[src/rtl/bin2bcd_seq_pkg.sv]
// Shared types and constants for the sequential binary-to-BCD converter.
// Latency: n/a (declarations only).
// Backpressure: n/a.
package bin2bcd_pkg;

  // Converter FSM: load in IDLE, one double-dabble step per cycle in SHIFT,
  // hold the result in DONE until the consumer takes it.
  typedef enum logic [1:0] {
    IDLE  = 2'd0,
    SHIFT = 2'd1,
    DONE  = 2'd2
  } state_t;

  localparam int DIGITS    = 4;
  localparam int DIGIT_W   = 4;
  localparam int SCRATCH_W = DIGITS * DIGIT_W;

  // Largest value the four-digit display can show.
  localparam int BCD_MAX = 9999;

  // Nibbles at or above this value get +3 before each shift.
  localparam logic [DIGIT_W-1:0] ADD3_THRESH = 4'd5;

endpackage

[src/rtl/bin2bcd_seq_if.sv]
// Handshake bundle between a binary producer, the converter and the digit consumer.
// Latency: n/a (wires only).
// Backpressure: in_valid/in_ready on the input side, out_valid/out_ready on the output side.
// Ports: in_data/in_valid/in_ready (binary value in), out0..out3/out_valid/out_ready
// (BCD digits out, ones first), ovf only when BIN2BCD_SAT_EN is defined.
interface bin2bcd_seq_if #(
  parameter int W = 14
);
  import bin2bcd_pkg::*;

  logic [W-1:0]       in_data;
  logic               in_valid;
  logic               in_ready;
  logic [DIGIT_W-1:0] out0;
  logic [DIGIT_W-1:0] out1;
  logic [DIGIT_W-1:0] out2;
  logic [DIGIT_W-1:0] out3;
  logic               out_valid;
  logic               out_ready;
`ifdef BIN2BCD_SAT_EN
  logic               ovf;
`endif

`ifdef BIN2BCD_SAT_EN
  // Producer/consumer side.
  modport master (
    output in_data, in_valid, out_ready,
    input  in_ready, out0, out1, out2, out3, out_valid, ovf
  );
  // Converter side.
  modport slave (
    input  in_data, in_valid, out_ready,
    output in_ready, out0, out1, out2, out3, out_valid, ovf
  );
`else
  modport master (
    output in_data, in_valid, out_ready,
    input  in_ready, out0, out1, out2, out3, out_valid
  );
  modport slave (
    input  in_data, in_valid, out_ready,
    output in_ready, out0, out1, out2, out3, out_valid
  );
`endif

endinterface

[src/rtl/bin2bcd_seq_adj.sv]
// Double-dabble nibble correction: values of 5 or more get +3 so the next shift carries.
// Latency: combinational.
// Backpressure: none.
// Ports: nib_in (scratch nibble before correction), nib_out (corrected nibble).
module bcd_adj
  import bin2bcd_pkg::*;
(
  input  logic [DIGIT_W-1:0] nib_in,
  output logic [DIGIT_W-1:0] nib_out
);

  // Legal BCD inputs top out at 9, so 9+3 = 12 never wraps the nibble.
  assign nib_out = (nib_in >= ADD3_THRESH) ? nib_in + 4'd3 : nib_in;

endmodule

[src/rtl/bin2bcd_seq.sv]
// Sequential binary-to-BCD converter (shift-and-add-3, one input bit per clock).
// Latency: W cycles from accept edge to out_valid; one conversion per W+2 cycles at best.
// Backpressure: in_ready low while busy; out_valid and digits hold until out_ready.
// Ports: clk, rst_n (async, active low), bus (slave side of bin2bcd_seq_if).
// Build option BIN2BCD_SAT_EN: inputs above 9999 saturate to 9999 and raise ovf;
// without it, values above 9999 wrap modulo 10000 and there is no ovf.
module bin2bcd_seq
  import bin2bcd_pkg::*;
#(
  parameter int W = 14
) (
  input  logic         clk,
  input  logic         rst_n,
  bin2bcd_seq_if.slave bus
);

  localparam int CW = $clog2(W + 1);

  state_t               state, state_nxt;
  logic [W-1:0]         bin_q, bin_nxt, bin_shift, load_val;
  logic [SCRATCH_W-1:0] scr_q, scr_nxt, scr_adj, scr_shift;
  logic [SCRATCH_W-1:0] dig_q;
  logic [CW-1:0]        cnt_q, cnt_nxt;
  logic                 live_q;
  logic                 accept;
  logic                 load_dig;
  logic                 unused_carry;

  // in_ready is gated by live_q so it stays low while reset is held and
  // rises one clock after release.
  assign bus.in_ready  = (state == IDLE) && live_q;
  assign bus.out_valid = (state == DONE);
  assign accept        = bus.in_valid && bus.in_ready;

`ifdef BIN2BCD_SAT_EN
  logic [15:0] in_ext;
  logic        sat;
  logic        ovf_q;

  // Compare in a fixed 16-bit width so narrow W still builds; for W < 14
  // the comparison simply never fires.
  assign in_ext   = 16'(bus.in_data);
  assign sat      = in_ext > 16'(BCD_MAX);
  assign load_val = sat ? W'(BCD_MAX) : bus.in_data;
  assign bus.ovf  = ovf_q;

  always_ff @(posedge clk or negedge rst_n) begin
    if (!rst_n) begin
      ovf_q <= 1'b0;
    end else if (accept) begin
      ovf_q <= sat;
    end
  end
`else
  assign load_val = bus.in_data;
`endif

  for (genvar i = 0; i < DIGITS; i++) begin : g_adj
    bcd_adj u_adj (
      .nib_in  (scr_q[i*DIGIT_W +: DIGIT_W]),
      .nib_out (scr_adj[i*DIGIT_W +: DIGIT_W])
    );
  end

  // Shift {scratch, binary} left by one; the bit leaving the thousands digit
  // is dropped, which is what makes 10000..16383 wrap modulo 10000.
  assign {unused_carry, scr_shift, bin_shift} = {scr_adj, bin_q, 1'b0};

  always_comb begin
    state_nxt = state;
    bin_nxt   = bin_q;
    scr_nxt   = scr_q;
    cnt_nxt   = cnt_q;
    load_dig  = 1'b0;
    case (state)
      IDLE: begin
        if (accept) begin
          bin_nxt   = load_val;
          scr_nxt   = '0;
          cnt_nxt   = '0;
          state_nxt = SHIFT;
        end
      end
      SHIFT: begin
        bin_nxt = bin_shift;
        scr_nxt = scr_shift;
        cnt_nxt = cnt_q + 1'b1;
        if (cnt_q == CW'(W - 1)) begin
          state_nxt = DONE;
          load_dig  = 1'b1;
        end
      end
      DONE: begin
        if (bus.out_ready) begin
          state_nxt = IDLE;
        end
      end
      default: state_nxt = IDLE;
    endcase
  end

  always_ff @(posedge clk or negedge rst_n) begin
    if (!rst_n) begin
      state  <= IDLE;
      bin_q  <= '0;
      scr_q  <= '0;
      cnt_q  <= '0;
      dig_q  <= '0;
      live_q <= 1'b0;
    end else begin
      state  <= state_nxt;
      bin_q  <= bin_nxt;
      scr_q  <= scr_nxt;
      cnt_q  <= cnt_nxt;
      live_q <= 1'b1;
      // Digits take the post-shift scratch on the final step and then hold
      // until the next conversion completes, even across the handshake.
      if (load_dig) begin
        dig_q <= scr_shift;
      end
    end
  end

  assign bus.out0 = dig_q[0*DIGIT_W +: DIGIT_W];
  assign bus.out1 = dig_q[1*DIGIT_W +: DIGIT_W];
  assign bus.out2 = dig_q[2*DIGIT_W +: DIGIT_W];
  assign bus.out3 = dig_q[3*DIGIT_W +: DIGIT_W];

endmodule

[src/flat_wrapper.sv]
// flat-port wrapper written by rule: the top's interface ports become plain ports
module bin2bcd_seq_flat import bin2bcd_pkg::*;
#(
  parameter int W = 14
)
  (clk, rst_n, bus_in_data, bus_in_valid, bus_out_ready, bus_in_ready, bus_out0, bus_out1, bus_out2, bus_out3, bus_out_valid);
  bin2bcd_seq_if #(.W(W)) bus_i ();
  input  logic clk;
  input  logic rst_n;
  input wire logic [$bits(bus_i.in_data)-1:0] bus_in_data;
  input wire logic [$bits(bus_i.in_valid)-1:0] bus_in_valid;
  input wire logic [$bits(bus_i.out_ready)-1:0] bus_out_ready;
  output wire logic [$bits(bus_i.in_ready)-1:0] bus_in_ready;
  output wire logic [$bits(bus_i.out0)-1:0] bus_out0;
  output wire logic [$bits(bus_i.out1)-1:0] bus_out1;
  output wire logic [$bits(bus_i.out2)-1:0] bus_out2;
  output wire logic [$bits(bus_i.out3)-1:0] bus_out3;
  output wire logic [$bits(bus_i.out_valid)-1:0] bus_out_valid;
  assign bus_i.in_data = bus_in_data;
  assign bus_i.in_valid = bus_in_valid;
  assign bus_i.out_ready = bus_out_ready;
  assign bus_in_ready = bus_i.in_ready;
  assign bus_out0 = bus_i.out0;
  assign bus_out1 = bus_i.out1;
  assign bus_out2 = bus_i.out2;
  assign bus_out3 = bus_i.out3;
  assign bus_out_valid = bus_i.out_valid;
  bin2bcd_seq #(.W(W)) u_core (.clk(clk), .rst_n(rst_n), .bus(bus_i));
endmodule
[config.mk]
export PLATFORM = sky130hd
export DESIGN_NAME = bin2bcd_seq_flat
export DESIGN_NICKNAME = d
export VERILOG_FILES = /design/src/rtl/bin2bcd_seq_pkg.sv /design/src/rtl/bin2bcd_seq_if.sv /design/src/rtl/bin2bcd_seq_adj.sv /design/src/rtl/bin2bcd_seq.sv /design/src/flat_wrapper.sv
export SDC_FILE = /design/constraint.sdc
export NUM_CORES = 1
export LEC_CHECK = 0
export BUFFER_PORTS_ARGS = -buffer_cell sky130_fd_sc_hd__buf_2
export CORE_MARGIN = 4
export CORE_UTILIZATION = 40
export CTS_CLUSTER_SIZE = 24
export DETAILED_ROUTE_END_ITERATION = 10
export GPL_ROUTABILITY_DRIVEN = 0
export SKIP_CTS_REPAIR_TIMING = 1
export SYNTH_ARGS = -nofsm -noshare
export SYNTH_HDL_FRONTEND = slang
export SYNTH_SLANG_ARGS = --single-unit
[constraint.sdc]
create_clock -name clk -period 3.8 [get_ports clk]
set_input_delay 0.38 -clock clk [delete_from_list [all_inputs] [get_ports clk]]
set_output_delay 0.38 -clock clk [all_outputs]
set_load 0.02 [all_outputs]
## Yosys cells after proc, flatten, opt, wreduce, memory -nomap -nowiden

Index checks and enable logic that the tools add are counted.

| operators by class | value |
|---|---|
| $add $sub $neg | 5 |
| order comparisons | 4 |
| eq/ne operators | 6 |
| multiplexer cells | 16 |
| reductions and logical operators | 6 |

Operators with widths:

| cell | number |
|---|---|
| one-hot mux 16 bit (2 select lines) | 1 |
| one-hot mux 14 bit (2 select lines) | 1 |
| greater-or-equal comparator 4 x 3 -> 1 bit, second input constant | 4 |
| two-way mux 16 bit | 1 |
| two-way mux 4 bit | 4 |
| two-way mux 14 bit | 1 |
| adder 4 x 2 -> 4 bit, second input constant | 3 |
| one-hot mux 4 bit (2 select lines) | 1 |
| two-way mux 2 bit | 3 |
| one-hot mux 2 bit (3 select lines) | 1 |
| adder 4 x 1 -> 4 bit, second input constant | 1 |
| equality test 4 bit, second input constant | 1 |
| inequality test 2 x 1 -> 1 bit, second input constant | 2 |
| adder 3 x 2 -> 3 bit, second input constant | 1 |
| two-way mux 3 bit | 1 |
| AND reduction 3 bit | 1 |
| equality test 2 x 1 -> 1 bit, second input constant | 1 |
| equality test 2 bit, second input constant | 1 |
| logical AND 1 bit | 2 |
| logical NOT 2 bit | 1 |
| two-way mux 1 bit | 2 |
| inequality test 2 bit, second input constant | 1 |
| AND reduction 2 bit | 1 |
| nonzero test 2 bit | 1 |

| storage, ports and cells | value |
|---|---|
| register bits after elaboration | 53 |
| input port bits | 18 |
| output and inout bits | 18 |
| word-level logic and storage cells | 43 |

## Depth between registers and ports, before layout

Gate-level depths: netlist (run 1).

| depth | value |
|---|---|
| word-level depth | 5 |
| depth in mapped cells | 8 |
| depth with buffers taken out | 6 |

## By module

From an unflattened synthesis (run 1), not the netlist that was laid out.

| unflattened totals | value |
|---|---|
| cells, all modules | 231 |
| area, all modules | 2560.0 sq um |

By module, submodules not included:

| module | instances | cells an instance | area an instance (sq um) | sequential area each (sq um) |
|---|---|---|---|---|
| bin2bcd_seq | 1 | 167 | 2154.6 | 1326.3 |
| bcd_adj | 4 | 16 | 101.3 | 0.0 |

## Worst setup path before layout (run 1)

Ideal clock, no wire load.

| path | value |
|---|---|
| path kind | flip-flop to flip-flop |
| start | register u_core.cnt_q[0] |
| end | register u_core.dig_q[10] |
| data arrival time | 1.443 ns |
| required time | 3.675 ns |
| slack | 2.231 ns |
| cell stages (with the launch flop) | 7 |
| buffers on the path | 2 |
| period minus slack after synthesis | 1.569 ns |
| cells stage by stage | dfrtp_1 ha_1 and3_1 and2_4 buf_6 buf_6 mux2_4 |

| on the way | value |
|---|---|
| cells in the longest elaborated chain, start to end | 3 |

Ends and longest elaborated chain:

| element | RTL line | RTL |
|---|---|---|
| from (decl) | bin2bcd_seq.sv:23 | `logic [CW-1:0] cnt_q, cnt_nxt;` |
| from (signal assigned) | bin2bcd_seq.sv:114 | `cnt_q <= cnt_nxt;` |
| equality test 4 bit | bin2bcd_seq.sv:88 | `if (cnt_q == CW'(W - 1)) begin` |
| two-way mux 1 bit | bin2bcd_seq.sv:88 |  |
| two-way mux 1 bit | bin2bcd_seq.sv:75 | `case (state)` |
| to (signal assigned) | bin2bcd_seq.sv:119 | `dig_q <= scr_shift;` |
| to (decl) | bin2bcd_seq.sv:22 | `logic [SCRATCH_W-1:0] dig_q;` |

Every way passes these cells.
A chain may end at the register's enable or synchronous reset.

## Worst setup path in the final report (run 1)

| path | value |
|---|---|
| start | register u_core.scr_q[4] |
| end | register u_core.dig_q[6] |

| on the way | value |
|---|---|
| cells in the longest elaborated chain, start to end | 2 |
| elaborated cells on any way between the ends | 3 |

Ends and longest elaborated chain:

| element | RTL line | RTL |
|---|---|---|
| from (decl) | bin2bcd_seq.sv:21 | `logic [SCRATCH_W-1:0] scr_q, scr_nxt, scr_adj, scr_shift;` |
| from (signal assigned) | bin2bcd_seq.sv:113 | `scr_q <= scr_nxt;` |
| adder 4 x 2 -> 4 bit or greater-or-equal comparator 4 x 3 -> 1 bit (tied branches) | bin2bcd_seq_adj.sv:13 | `assign nib_out = (nib_in >= ADD3_THRESH) ? nib_in + 4'd3 : nib_in;` |
| two-way mux 4 bit (*) | bin2bcd_seq_adj.sv:13 |  |

Mark *: on every way between the ends. The rest lies on a longest branch, timed or not.

==> results of run 1 <==
critical path: cells and delay by family, from the launching register on:
family | cells | cell delay (ns)
flip-flops | 1 | 0.42
AO/OA/AOI/OAI | 2 | 0.40
multiplexers | 1 | 0.38
adder cells (fa/ha/maj) | 1 | 0.23
buffers and inverters | 1 | 0.10
AND/OR/NAND/NOR | 1 | 0.09
how the worst min path moves through the flow:
| stage | cells after the start | slack (ns) | from | end |
|---|---|---|---|---|
| detailed placement | 1 | 0.43 | rst_n | u_core.dig_q[14] |
| finish | 1 | 0.07 | rst_n | u_core.dig_q[14] |
| global route | 1 | 0.11 | rst_n | u_core.dig_q[14] |
| CTS | 1 | 0.09 | rst_n | u_core.dig_q[14] |
| global placement | 1 | 0.42 | rst_n | u_core.dig_q[14] |
| floorplan | 0 | 0.08 | rst_n | u_core.bin_q[0] |
per-layer routing:
metal  vias up  GRT usage, %  wire length, um  share of wire [%]
met3         4         3.042              176                3.7
li1        869             -                -                  -
met4         0         4.674               53                1.1
met1       841         18.42             2314                 48
met2        24         23.02             2259                 47
met5         -             0                0                  0
state kept, by name, indices dropped and copies added (netlist names):
| register | count |
|---|---|
| u_core.dig_q | 16 |
| u_core.scr_q | 16 |
| u_core.bin_q | 14 |
| u_core.cnt_q | 4 |
| u_core.state | 2 |
| u_core.live_q | 1 |
report_power, final:
group / switching (uW) / internal [uW] / leakage, uW
registers: 175 / 809 / 0.000641
clock network: 182 / 215 / 0.0000585
logic: 608 / 465 / 0.000615
total: 964 / 1490 / 0.00131
area by class of cell:
cell class / count / area, sq um
inverter: 11 / 41.29
sequential: 53 / 1326
tap: 75 / 93.84
clock buffer: 7 / 86.33
timing repair buffer: 38 / 197.7
multi-input combinational: 155 / 1016
fill: 572 / 3164
clock inverter: 1 / 30.03
synth_stat cells, types with 2 or more instances:
master	count	area share, %
clkbuf_1	3	0.46
xnor2_1	5	1.8
o22ai_1	16	4.1
nand2_1	5	0.76
nor3b_1	7	2.1
a22o_1	7	2.5
buf_6	3	1.4
a32o_1	4	1.6
mux2i_1	3	1.2
dfrtp_1	53	54
mux2_2	6	2.7
nand3_1	4	0.81
ha_1	10	5.1
mux2_4	3	1.8
inv_1	11	1.7
nand2b_1	4	1.0
nor2_1	37	5.6
o21ai_0	8	1.6
buf_2	5	1.0
o31ai_1	4	1.2
and2_1	2	0.51
a21oi_1	21	4.3
metrics by stage:
step           power, uW  setup WS, ns
6_report            2453         2.118
3_3_place_gp        2068         2.175
3_5_place_dp        2089         2.140
2_1_floorplan       1810         2.231
4_1_cts             2492         2.127
5_1_grt             2677         1.974
cell families (layout without fill, tap and decap cells):
group           after synthesis  count (layout)  share of synthesized area (%)
simple gates                 66              66                          12.86
mux                          12              12                          5.795
xor+xnor                      5               5                          1.779
flops                        53              53                          53.89
other cells                   1               1                         0.1524
buf+inv                      23              57                          4.830
fa+ha+maj                    10              10                          5.084
compound gates               61              61                          15.61
==> reports/metrics.csv, run 1 <==
metric,value,unit
CP max stage cell,dfrtp_1,
Ports,36,
Final period util,44.27,%
"most common cell after layout, fill and taps aside",dfrtp_1,
number of port buffers,35,
Worst path max stage delay,0.42,ns
Avg Synthesized Cell Area,10.65,sq um
P_leak,0.001314,uW
worst setup path endpoint,u_core.dig_q[6],
r2r endpoint,u_core.dig_q[6],
via count,1738,
share of layout cells above drive strength 1,21.13,%
Fin Setup TNS,0,ns
CTS tree,yes,
row count,28,
placed wire-length estimate,3.238,mm
latest clock arrival within the worst-skew pair,0.30,ns
chip height,86.44,um
CP Cell Sequence,inv_1 > ha_1 > nand2b_1 > a21oi_1 > mux2_2 > a21oi_1,
Nets,292,
Critical Path End Type,flip-flop,
r2r setup slk,2.12,ns
dpl cell area,2675,sq um
ys flop type,dfrtp_1,
WS Path Type,flip-flop to flip-flop,
synthesized area,2461,sq um
"FFs w/ async S/R, synth",100.0,%
fmax,594.4,MHz
cell mode on critical path,a21oi_1,
Cells after Synth,231,
clk sink count,53,
DRC violations left,0,
initial antenna violation count,0,
first-pass GRT wire length,8.293,mm
hold slack,0.06730,ns
pwr/cell area,878.9,nW/um^2
Placed Cells incl. Taps,332,
register area share after synthesis,53.89,%
DRT iter0 DRCs,54,
H-tree depth,2,
"Cell Count, Final, Fillers Out",340,
fin crit period,1.682,ns
vias in the first global route,1719,
"CTS clk-pin slew, worst paths",0.09,ns
critical path required time,4.02,ns
Seq cells post-synth,53,
Worst Hold Class,input port to asynchronous set/reset pin,
Area growth syn-to-layout,13.42,%
outcome,finished clean,
Ant. Diodes,0,
synth unique cells,32,
DR vias/cell,5.112,
Total Routed Length,4.804,mm
Max-Cap Viols,0,
fin area,2791,sq um
largest net degree at the start of global routing,28,
Routed wire per std cell,14.13,um
post-route ant nets,0,
relative slew slack,42.13,%
GR Util All Layers,14.03,%
Initial Util,41.32,%
Fin. Hold Viols,0,
worst-path fanout max,5,
Post-synth EDFFs,0,
reg2reg start,u_core.scr_q[4],
worst slew pin tran,0.8681,ns
Max clock buf depth,2,
DR pass1 iterations,4,
RSZ-0062 raised after global routing,no,
final slew viol count,0,
fin util,46.87,%
number of warnings issued by yosys,0,
arrival time at the worst endpoint,1.90,ns
"commonest non-fill, non-tap cells in the layout","dfrtp_1, nor2_1, buf_2",
Worst Reg-to-Reg Cells,6,
core area,5956,sq um
TritonCTS Buffers,5,
grt total ovfl,0,
die area,7472,sq um
final setup fails,0,
Startpoint Class,flip-flop,
syn_nets,259,
skew final,0.01379,ns
Crit. Startpoint,u_core.scr_q[4],
clk root buf,clkbuf_8,
Die W,86.44,um
worst vdd ir,0.3104,mV
Power figures use the tool's default switching activity.
==> run 2, diff against run 1 <==
- clock period: 3.8 -> 1.7 ns (I/O delays scaled with it)
==> reports/metrics.csv, run 2 (same netlist as run 1, synthesis figures left out) <==
metric,value,unit,change
r2r endpoint,u_core.dig_q[5],,was u_core.dig_q[6]
"CTS clk-pin slew, worst paths",0.10,ns,was 0.09 ns
Routed met2 length,2.367,mm,was 2.259 mm
number of port buffers,35,,unchanged
Crit. Startpoint,u_core.cnt_q[1],,was u_core.scr_q[4]
fin area,2848,sq um,was 2791 sq um
"Cell Count, Final, Fillers Out",346,,was 340
Ports,36,,unchanged
Ant. Diodes,0,,unchanged
core area,5956,sq um,unchanged
first-pass GRT wire length,8.376,mm,was 8.293 mm
Routed wire per std cell,14.05,um,was 14.13 um
placed wire-length estimate,3.243,mm,was 3.238 mm
worst-path fanout max,18,,was 5
initial antenna violation count,0,,unchanged
fmax,630.1,MHz,was 594.4 MHz
Initial Util,41.32,%,unchanged
reg2reg start,u_core.cnt_q[1],,was u_core.scr_q[4]
latest clock arrival within the worst-skew pair,0.30,ns,about the same
r2r setup slk,0.11,ns,was 2.12 ns
"most common cell after layout, fill and taps aside",dfrtp_1,,unchanged
row count,28,,unchanged
WHS Endpoint,u_core.bin_q[9],,
Nets,298,,was 292
critical path required time,1.88,ns,was 4.02 ns
outcome,finished clean,,unchanged
share of layout cells above drive strength 1,24.35,%,was 21.13%
Worst Hold Class,input port to flip-flop,,was input port to asynchronous set/reset pin
CTS tree,yes,,unchanged
WS Path Type,flip-flop to flip-flop,,unchanged
top sig layer,met4,,unchanged
post-route ant nets,0,,unchanged
pwr/cell area,1915,nW/um^2,was 878.9 nW/um^2
DR vias/cell,5.098,,was 5.112
vias in the first global route,1784,,was 1719
Max clock buf depth,2,,unchanged
chip height,86.44,um,unchanged
fin util,47.82,%,was 46.87%
Max-Cap Viols,0,,unchanged
DRT iter0 DRCs,68,,was 54
WHS Path Cells,3,,
Metal-1 WL,2.319,mm,was 2.314 mm
H-tree depth,2,,unchanged
Die W,86.44,um,unchanged
Critical Path End Type,flip-flop,,unchanged
Met3 Routed Length,135,um,was 176 um
Startpoint Class,flip-flop,,unchanged
Final period util,93.35,%,was 44.27%
dpl cell area,2725,sq um,was 2675 sq um
arrival time at the worst endpoint,1.77,ns,was 1.90 ns
clk sink count,53,,unchanged
TritonCTS Buffers,5,,unchanged
DRC violations left,0,,unchanged
clk root buf,clkbuf_8,,unchanged
grt total ovfl,0,,unchanged
"commonest non-fill, non-tap cells in the layout","dfrtp_1, nor2_1, buf_2",,unchanged
final setup fails,0,,unchanged
GR Util All Layers,14.04,%,was 14.03%
Fin Setup TNS,0,ns,unchanged
skew final,0.01658,ns,was 0.01379 ns
final slew viol count,0,,unchanged
hold path startpoint,bus_in_data[9],,
largest net degree at the start of global routing,37,,was 28
Area growth syn-to-layout,15.71,%,was 13.42%
Placed Cells incl. Taps,337,,was 332
RSZ-0062 raised after global routing,no,,unchanged
fin crit period,1.587,ns,was 1.682 ns
Total Routed Length,4.862,mm,was 4.804 mm
P_leak,0.001336,uW,was 0.001314 uW
Design Power,5454,uW,was 2453 uW
DR pass1 iterations,4,,unchanged
worst vdd ir,0.6519,mV,was 0.3104 mV
Regs by FF count,"u_core.dig_q x16, u_core.scr_q x16, u_core.bin_q x14",,unchanged
via count,1764,,was 1738
Fin. Hold Viols,0,,unchanged
Worst Reg-to-Reg Cells,5,,was 6
die area,7472,sq um,unchanged
## run 2: where the power goes
part | switching, uW | internal [uW] | leakage [uW]
clock | 416 | 295 | 0.0000456
combinational | 1390 | 1130 | 0.000649
sequential | 414 | 1810 | 0.000641
## run 2: per-stage QoR
| stage | worst slack (ns) | hold WS, ns |
|---|---|---|
| 3_3_place_gp | 0.08556 | 0.1416 |
| 2_1_floorplan | 0.1315 | -0.1256 |
| 5_1_grt | 0.009711 | 0.1020 |
| 3_5_place_dp | 0.06212 | 0.1368 |
| 4_1_cts | 0.03660 | -0.1987 |
| 6_report | 0.1130 | 0.1029 |
## run 2: routing by layer
layer,up-vias,global-route usage [%]
li1,883,-
met1,855,19.59
met2,22,22.46
met3,4,2.947
met4,0,3.399
met5,-,0
## run 2: final cells by class
class                      instances  area [sq um]
inverter                          11         41.29
tap                               75         93.84
clock inverter                     2         13.76
timing repair buffer              44         257.7
multi-input combinational        155          1042
fill                             593          3108
sequential                        53          1326
clock buffer                       6         72.57
## run 2: worst max-delay path, cell delays in order, from the launching register on
cell	delay [ns]
dfrtp_1	0.42
inv_1	0.06
ha_1	0.12
and3_1	0.16
and2_4	0.32
mux2_2	0.37
## run 2: worst max-delay path by stage
stage                  endpoint  slack (ns)  cells after the start
2_1_floorplan  u_core.dig_q[10]        0.13                      6
3_3_place_gp   u_core.dig_q[10]        0.09                      6
3_5_place_dp    u_core.scr_q[6]        0.06                      6
4_1_cts         u_core.scr_q[6]        0.04                      6
5_1_grt        u_core.dig_q[10]        0.01                      6
6_report        u_core.dig_q[5]        0.11                      5
